`src/rtl/difficulty_controller.sv`:
```
// Multi-level difficulty selector: steps a level in the select screen, optionally auto-escalates
// during play, and maps the level to registered scroll-speed and spawn-period codes.
module difficulty_controller #(
    parameter int LEVELS        = 4,
    parameter int LVL_W         = 2,
    parameter int SPEED_W       = 2,
    parameter int PER_W         = 8,
    parameter int BASE_PERIOD   = 128,
    parameter int DEFAULT_LEVEL = 1,
    parameter int ESC_BEATS     = 32,
    parameter int CNT_W         = 6
) (
    input  logic               clk,
    input  logic               rst,
    input  logic               btn_up,
    input  logic               btn_down,
    input  logic               game_start,
    input  logic               game_end,
    input  logic               auto_en,
    input  logic               beat_tick,
    output logic [LVL_W-1:0]   level,
    output logic [SPEED_W-1:0] speed_code,
    output logic [PER_W-1:0]   spawn_period,
    output logic               playing,
    output logic               level_up
);

    typedef enum logic {
        SELECT = 1'b0,
        PLAY   = 1'b1
    } state_t;

    localparam logic [LVL_W-1:0] MAX_LVL  = LVL_W'(LEVELS - 1);
    localparam logic [LVL_W-1:0] DEF_LVL  = LVL_W'(DEFAULT_LEVEL);
    localparam logic [CNT_W-1:0] CNT_LAST = CNT_W'(ESC_BEATS - 1);

    function automatic logic [SPEED_W-1:0] map_speed(input logic [LVL_W-1:0] l);
        int v;
        int max_s;
        max_s = (1 << SPEED_W) - 1;
        v     = int'(l);
        if (v > max_s) v = max_s;
        return v[SPEED_W-1:0];
    endfunction

    function automatic logic [PER_W-1:0] map_period(input logic [LVL_W-1:0] l);
        int p;
        p = BASE_PERIOD >> int'(l);
        if (p < 1) p = 1;
        return p[PER_W-1:0];
    endfunction

    state_t             state, state_d;
    logic [LVL_W-1:0]   level_d;
    logic [LVL_W-1:0]   start_level, start_level_d;
    logic [CNT_W-1:0]   cnt, cnt_d;
    logic               auto_q, auto_d;
    logic               btn_up_q, btn_down_q;
    logic               up_evt, down_evt;
    logic               level_up_d;
    logic [SPEED_W-1:0] speed_d;
    logic [PER_W-1:0]   period_d;
    logic               playing_d;

    assign up_evt   = btn_up & ~btn_up_q;
    assign down_evt = btn_down & ~btn_down_q;

    // NOTE: sequential state uses non-blocking assignments so every register samples pre-edge values.
    always_ff @(posedge clk or posedge rst) begin
        if (rst) begin
            state        <= SELECT;
            level        <= DEF_LVL;
            start_level  <= DEF_LVL;
            cnt          <= '0;
            auto_q       <= 1'b0;
            btn_up_q     <= 1'b0;
            btn_down_q   <= 1'b0;
            speed_code   <= map_speed(DEF_LVL);
            spawn_period <= map_period(DEF_LVL);
            playing      <= 1'b0;
            level_up     <= 1'b0;
        end else begin
            state        <= state_d;
            level        <= level_d;
            start_level  <= start_level_d;
            cnt          <= cnt_d;
            auto_q       <= auto_d;
            btn_up_q     <= btn_up;
            btn_down_q   <= btn_down;
            speed_code   <= speed_d;
            spawn_period <= period_d;
            playing      <= playing_d;
            level_up     <= level_up_d;
        end
    end

    // NOTE: every signal gets a default before the case so no path leaves it unassigned (no latches).
    always_comb begin
        state_d       = state;
        level_d       = level;
        start_level_d = start_level;
        cnt_d         = cnt;
        auto_d        = auto_q;
        level_up_d    = 1'b0;
        unique case (state)
            SELECT: begin
                if (game_start) begin
                    state_d       = PLAY;
                    start_level_d = level;
                    auto_d        = auto_en;
                    cnt_d         = '0;
                end else if (up_evt && !down_evt) begin
                    if (level < MAX_LVL) level_d = level + 1'b1;
                end else if (down_evt && !up_evt) begin
                    if (level != '0) level_d = level - 1'b1;
                end
            end
            PLAY: begin
                // game_end wins over a coincident beat so the restore is never followed by a stray step
                if (game_end) begin
                    state_d = SELECT;
                    level_d = start_level;
                    cnt_d   = '0;
                end else if (!auto_q) begin
                    cnt_d = '0;
                end else if (beat_tick) begin
                    if (cnt == CNT_LAST) begin
                        cnt_d = '0;
                        if (level < MAX_LVL) begin
                            level_d    = level + 1'b1;
                            level_up_d = 1'b1;
                        end
                    end else begin
                        cnt_d = cnt + 1'b1;
                    end
                end
            end
            default: state_d = SELECT;
        endcase
    end

    // Codes are derived from the next level so they register on the same edge as level itself.
    always_comb begin
        speed_d   = map_speed(level_d);
        period_d  = map_period(level_d);
        playing_d = (state_d == PLAY);
    end

endmodule

```
`config.mk`:
```
export PLATFORM = sky130hd
export DESIGN_NAME = difficulty_controller
export DESIGN_NICKNAME = d
export VERILOG_FILES = /design/src/rtl/difficulty_controller.sv
export SDC_FILE = /design/constraint.sdc
export NUM_CORES = 1
export LEC_CHECK = 0
export BUFFER_PORTS_ARGS = -buffer_cell sky130_fd_sc_hd__buf_4
export CAP_MARGIN = 20
export CORE_AREA = 8 8 54 56
export CTS_CLUSTER_DIAMETER = 50
export DETAILED_ROUTE_END_ITERATION = 8
export DIE_AREA = 0 0 62 64
export PLACE_DENSITY = 0.72
export SLEW_MARGIN = 10
export SYNTH_ARGS = -nofsm -noshare
export SYNTH_HDL_FRONTEND = slang
export SYNTH_SLANG_ARGS = --single-unit
```
`constraint.sdc`:
```
create_clock -name clk -period 3.7 [get_ports clk]
set_clock_uncertainty 0.15 [all_clocks]
set_input_delay 0.74 -clock clk [delete_from_list [all_inputs] [get_ports clk]]
set_output_delay 0.74 -clock clk [all_outputs]
set_load 0.02 [all_outputs]
```
==> results.yml <==
place:
  portBuffers: 18
  gp_routability_congestion: 0.746
  hpwlAfterDp_mm: 1.41
hold_path:
  min_from: "cnt[1]"
  hold-path-endpoint: "cnt[1]"
  hold_path.class: "reg2reg"
  min_delay_path_depth: 2
logic_synthesis:
  ys_ff_latch: 20
  synthArstFlopShare_pct: 100
  ys_seq_area_share_pct: 50.7
  synthTopCellsByArea: "dfrtp_1, dfstp_2, buf_4, nor2_1, xor2_1"
  netlist_area_um2: 995
  ys_types: 36
  synth_warnings: 0
  synthCells: 93
  ys.flop_type: "dfrtp_1"
  synth_top_cell_area_share_pct: 42.8
  synthTopCellsByCount: "dfrtp_1, nor2_1, buf_4, nand2_1, nor2b_1"
  avgSynthCellArea_um2: 10.7
  netlist.top_cell.by_area: "dfrtp_1"
  synth-edff-count: 0
  yosysMostFrequentCell: "dfrtp_1"
cells_and_area:
  n_antenna_cell: 0
  syn_to_final_growth_pct: 15.6
  nFillCells: 183
  utilization_pct: 54.6
  fin_nets: 121
  drive_gt1_share_pct: 26.1
clocking:
  cts_inserted_buffers: 3
  htree_levels: 1
  clock_latency_ns: 0.29
  cts.sinks: 20
  ctsHoldBuffers: 0
  clockBufferDepth: 2
  cts_root_buf: "clkbuf_4"
  cts_setup_buffers: 0
  cts_tree: "yes"
  post_cts_resized: 0
  clkTransAtPathRegs_ns: 0.11
setup_path:
  crit_path_end_kind: "output pin"
  crit_fanout: 11
  start_kind: "flop"
  critPathTopFamily: "flip-flops"
  r2r_start: "cnt[0]"
  worstPathCellList: "buf_4"
  r2r_end: "spawn_period[6]"
  arrival_ns: 1.10
  cpPeakStageDelay_ns: 0.64
  critical-path-slowest-cell: "dfstp_2"
  r2r_setup_slack_ns: 1.89
  path_buf_inv: 1
  r2r_cells: 6
  required_ns: 2.81
  crit_type: "reg2out"
floorplan:
  die_h_um: 64
  die-area_um2: 3970
  coreArea_um2: 2110
  rows: 17
  die_w_um: 62
  ioPinCount: 22
  start_util_pct: 47.2
sta:
  max_freq_mhz: 503
  setup_tns_ns: 0
  min_period_over_period_pct: 53.7
  final_max_slew_viol_count: 0
  rsz0062_at_grt: "false"
  finalSetupViolations: 0
  hold_viol_final: 0
  tightest_slew_ns: 0.739
  fin_crit_ns: 1.99
  relSlewSlack_pct: 50.7
global_route:
  grt.overflow.total: 0
  antenna_found_initial: 0
  grt_max_degree: 21
  grt_pass1_wl_mm: 2.90
  track_usage_pct: 9.28
  first_global_vias: 663
detailed_routing:
  drt-total-wl_mm: 1.79
  post_drt_wl_per_cell_um: 12.8
  ant_nets: 0
  drtPass1Iterations: 4
  drtIter0Drc: 7
  via_count: 709
  drcViolationCount: 0
  via_per_inst: 5.10
flow_run:
  maxCapViolations: 0
outcome:
  status: "finished, final reports clean"
power:
  p_leak_nw: 0.562
  power_density_nw_per_um2: 523
  ir_drop_uv: 389
==> sequential cells by signal (all words and copies together) (netlist names) <==
register / flops
cnt: 6
spawn_period: 5
speed_code: 2
start_level: 2
auto_q: 1
btn_down_q: 1
btn_up_q: 1
level_up: 1
state: 1
==> power breakdown <==
group | internal (mW) | switching [mW]
Combinational | 0.0867 | 0.105
Sequential | 0.268 | 0.0392
Clock | 0.0418 | 0.0611
==> layer usage <==
layer	track usage, %	vias to the layer above	wire length [um]
li1	-	353	-
met3	2.60	2	122
met5	0	-	0
met1	11.2	340	810
met2	15.0	14	836
met4	3.42	0	16
==> area by class of cell <==
class	count	area [um2]	share of cell area, %
clock buffer	4	26.3	2.29
tap	28	35.0	3.05
multi-input combinational	67	442	38.4
sequential	20	504	43.9
timing repair buffer	18	135	11.8
inverter	2	7.51	0.653
==> cell usage in the layout, fill, tap and decap left out, drive strengths merged, types with 2 or more instances in the layout <==
| cell | n |
|---|---|
| a21oi | 2 |
| and2 | 2 |
| and3 | 2 |
| buf | 18 |
| clkbuf | 4 |
| conb | 4 |
| dfrtp | 17 |
| dfstp | 3 |
| inv | 2 |
| mux2 | 3 |
| nand2 | 7 |
| nand2b | 3 |
| nand3 | 2 |
| nand4 | 3 |
| nor2 | 11 |
| nor2b | 6 |
| o21bai | 2 |
| xor2 | 4 |
==> per-stage QoR <==
step	worst slack, ns	std cells	hold WS (ns)	power (mW)	area, um2
global route	1.66	139	0.390	0.638	1150
finish	1.71	139	0.352	0.601	1150
floorplan	1.72	96	0.308	0.442	1010
global placement	1.57	135	0.326	0.502	1120
CTS	1.69	139	0.360	0.611	1150
detailed placement	1.54	135	0.335	0.506	1120
==> logic make-up (layout without fill, tap and decap cells) <==
| kind of cell | after synthesis | in the layout | synth area share (%) |
|---|---|---|---|
| and+or+nand+nor | 41 | 41 | 24.0 |
| DFF | 20 | 20 | 50.7 |
| xor gates and xnor gates | 4 | 4 | 3.52 |
| buffers and inverters | 9 | 24 | 6.04 |
| adders and majority gates | 1 | 1 | 1.26 |
| other | 1 | 4 | 0.377 |
| AOI/OAI and AO/OA | 13 | 13 | 9.69 |
| muxes | 4 | 4 | 4.40 |
==> worst max path at each step <==
stage                  start              end  slack, ns  cells past startpoint
2_1_floorplan       btn_down  spawn_period[4]       1.72                      5
3_3_place_gp        btn_down  spawn_period[4]       1.57                      6
3_5_place_dp        btn_down  spawn_period[4]       1.54                      6
4_1_cts        speed_code[0]         level[0]       1.69                      1
5_1_grt        speed_code[0]    speed_code[0]       1.66                      1
6_report       speed_code[0]    speed_code[0]       1.71                      1
Note: power is estimated with default switching activity, not from simulation.
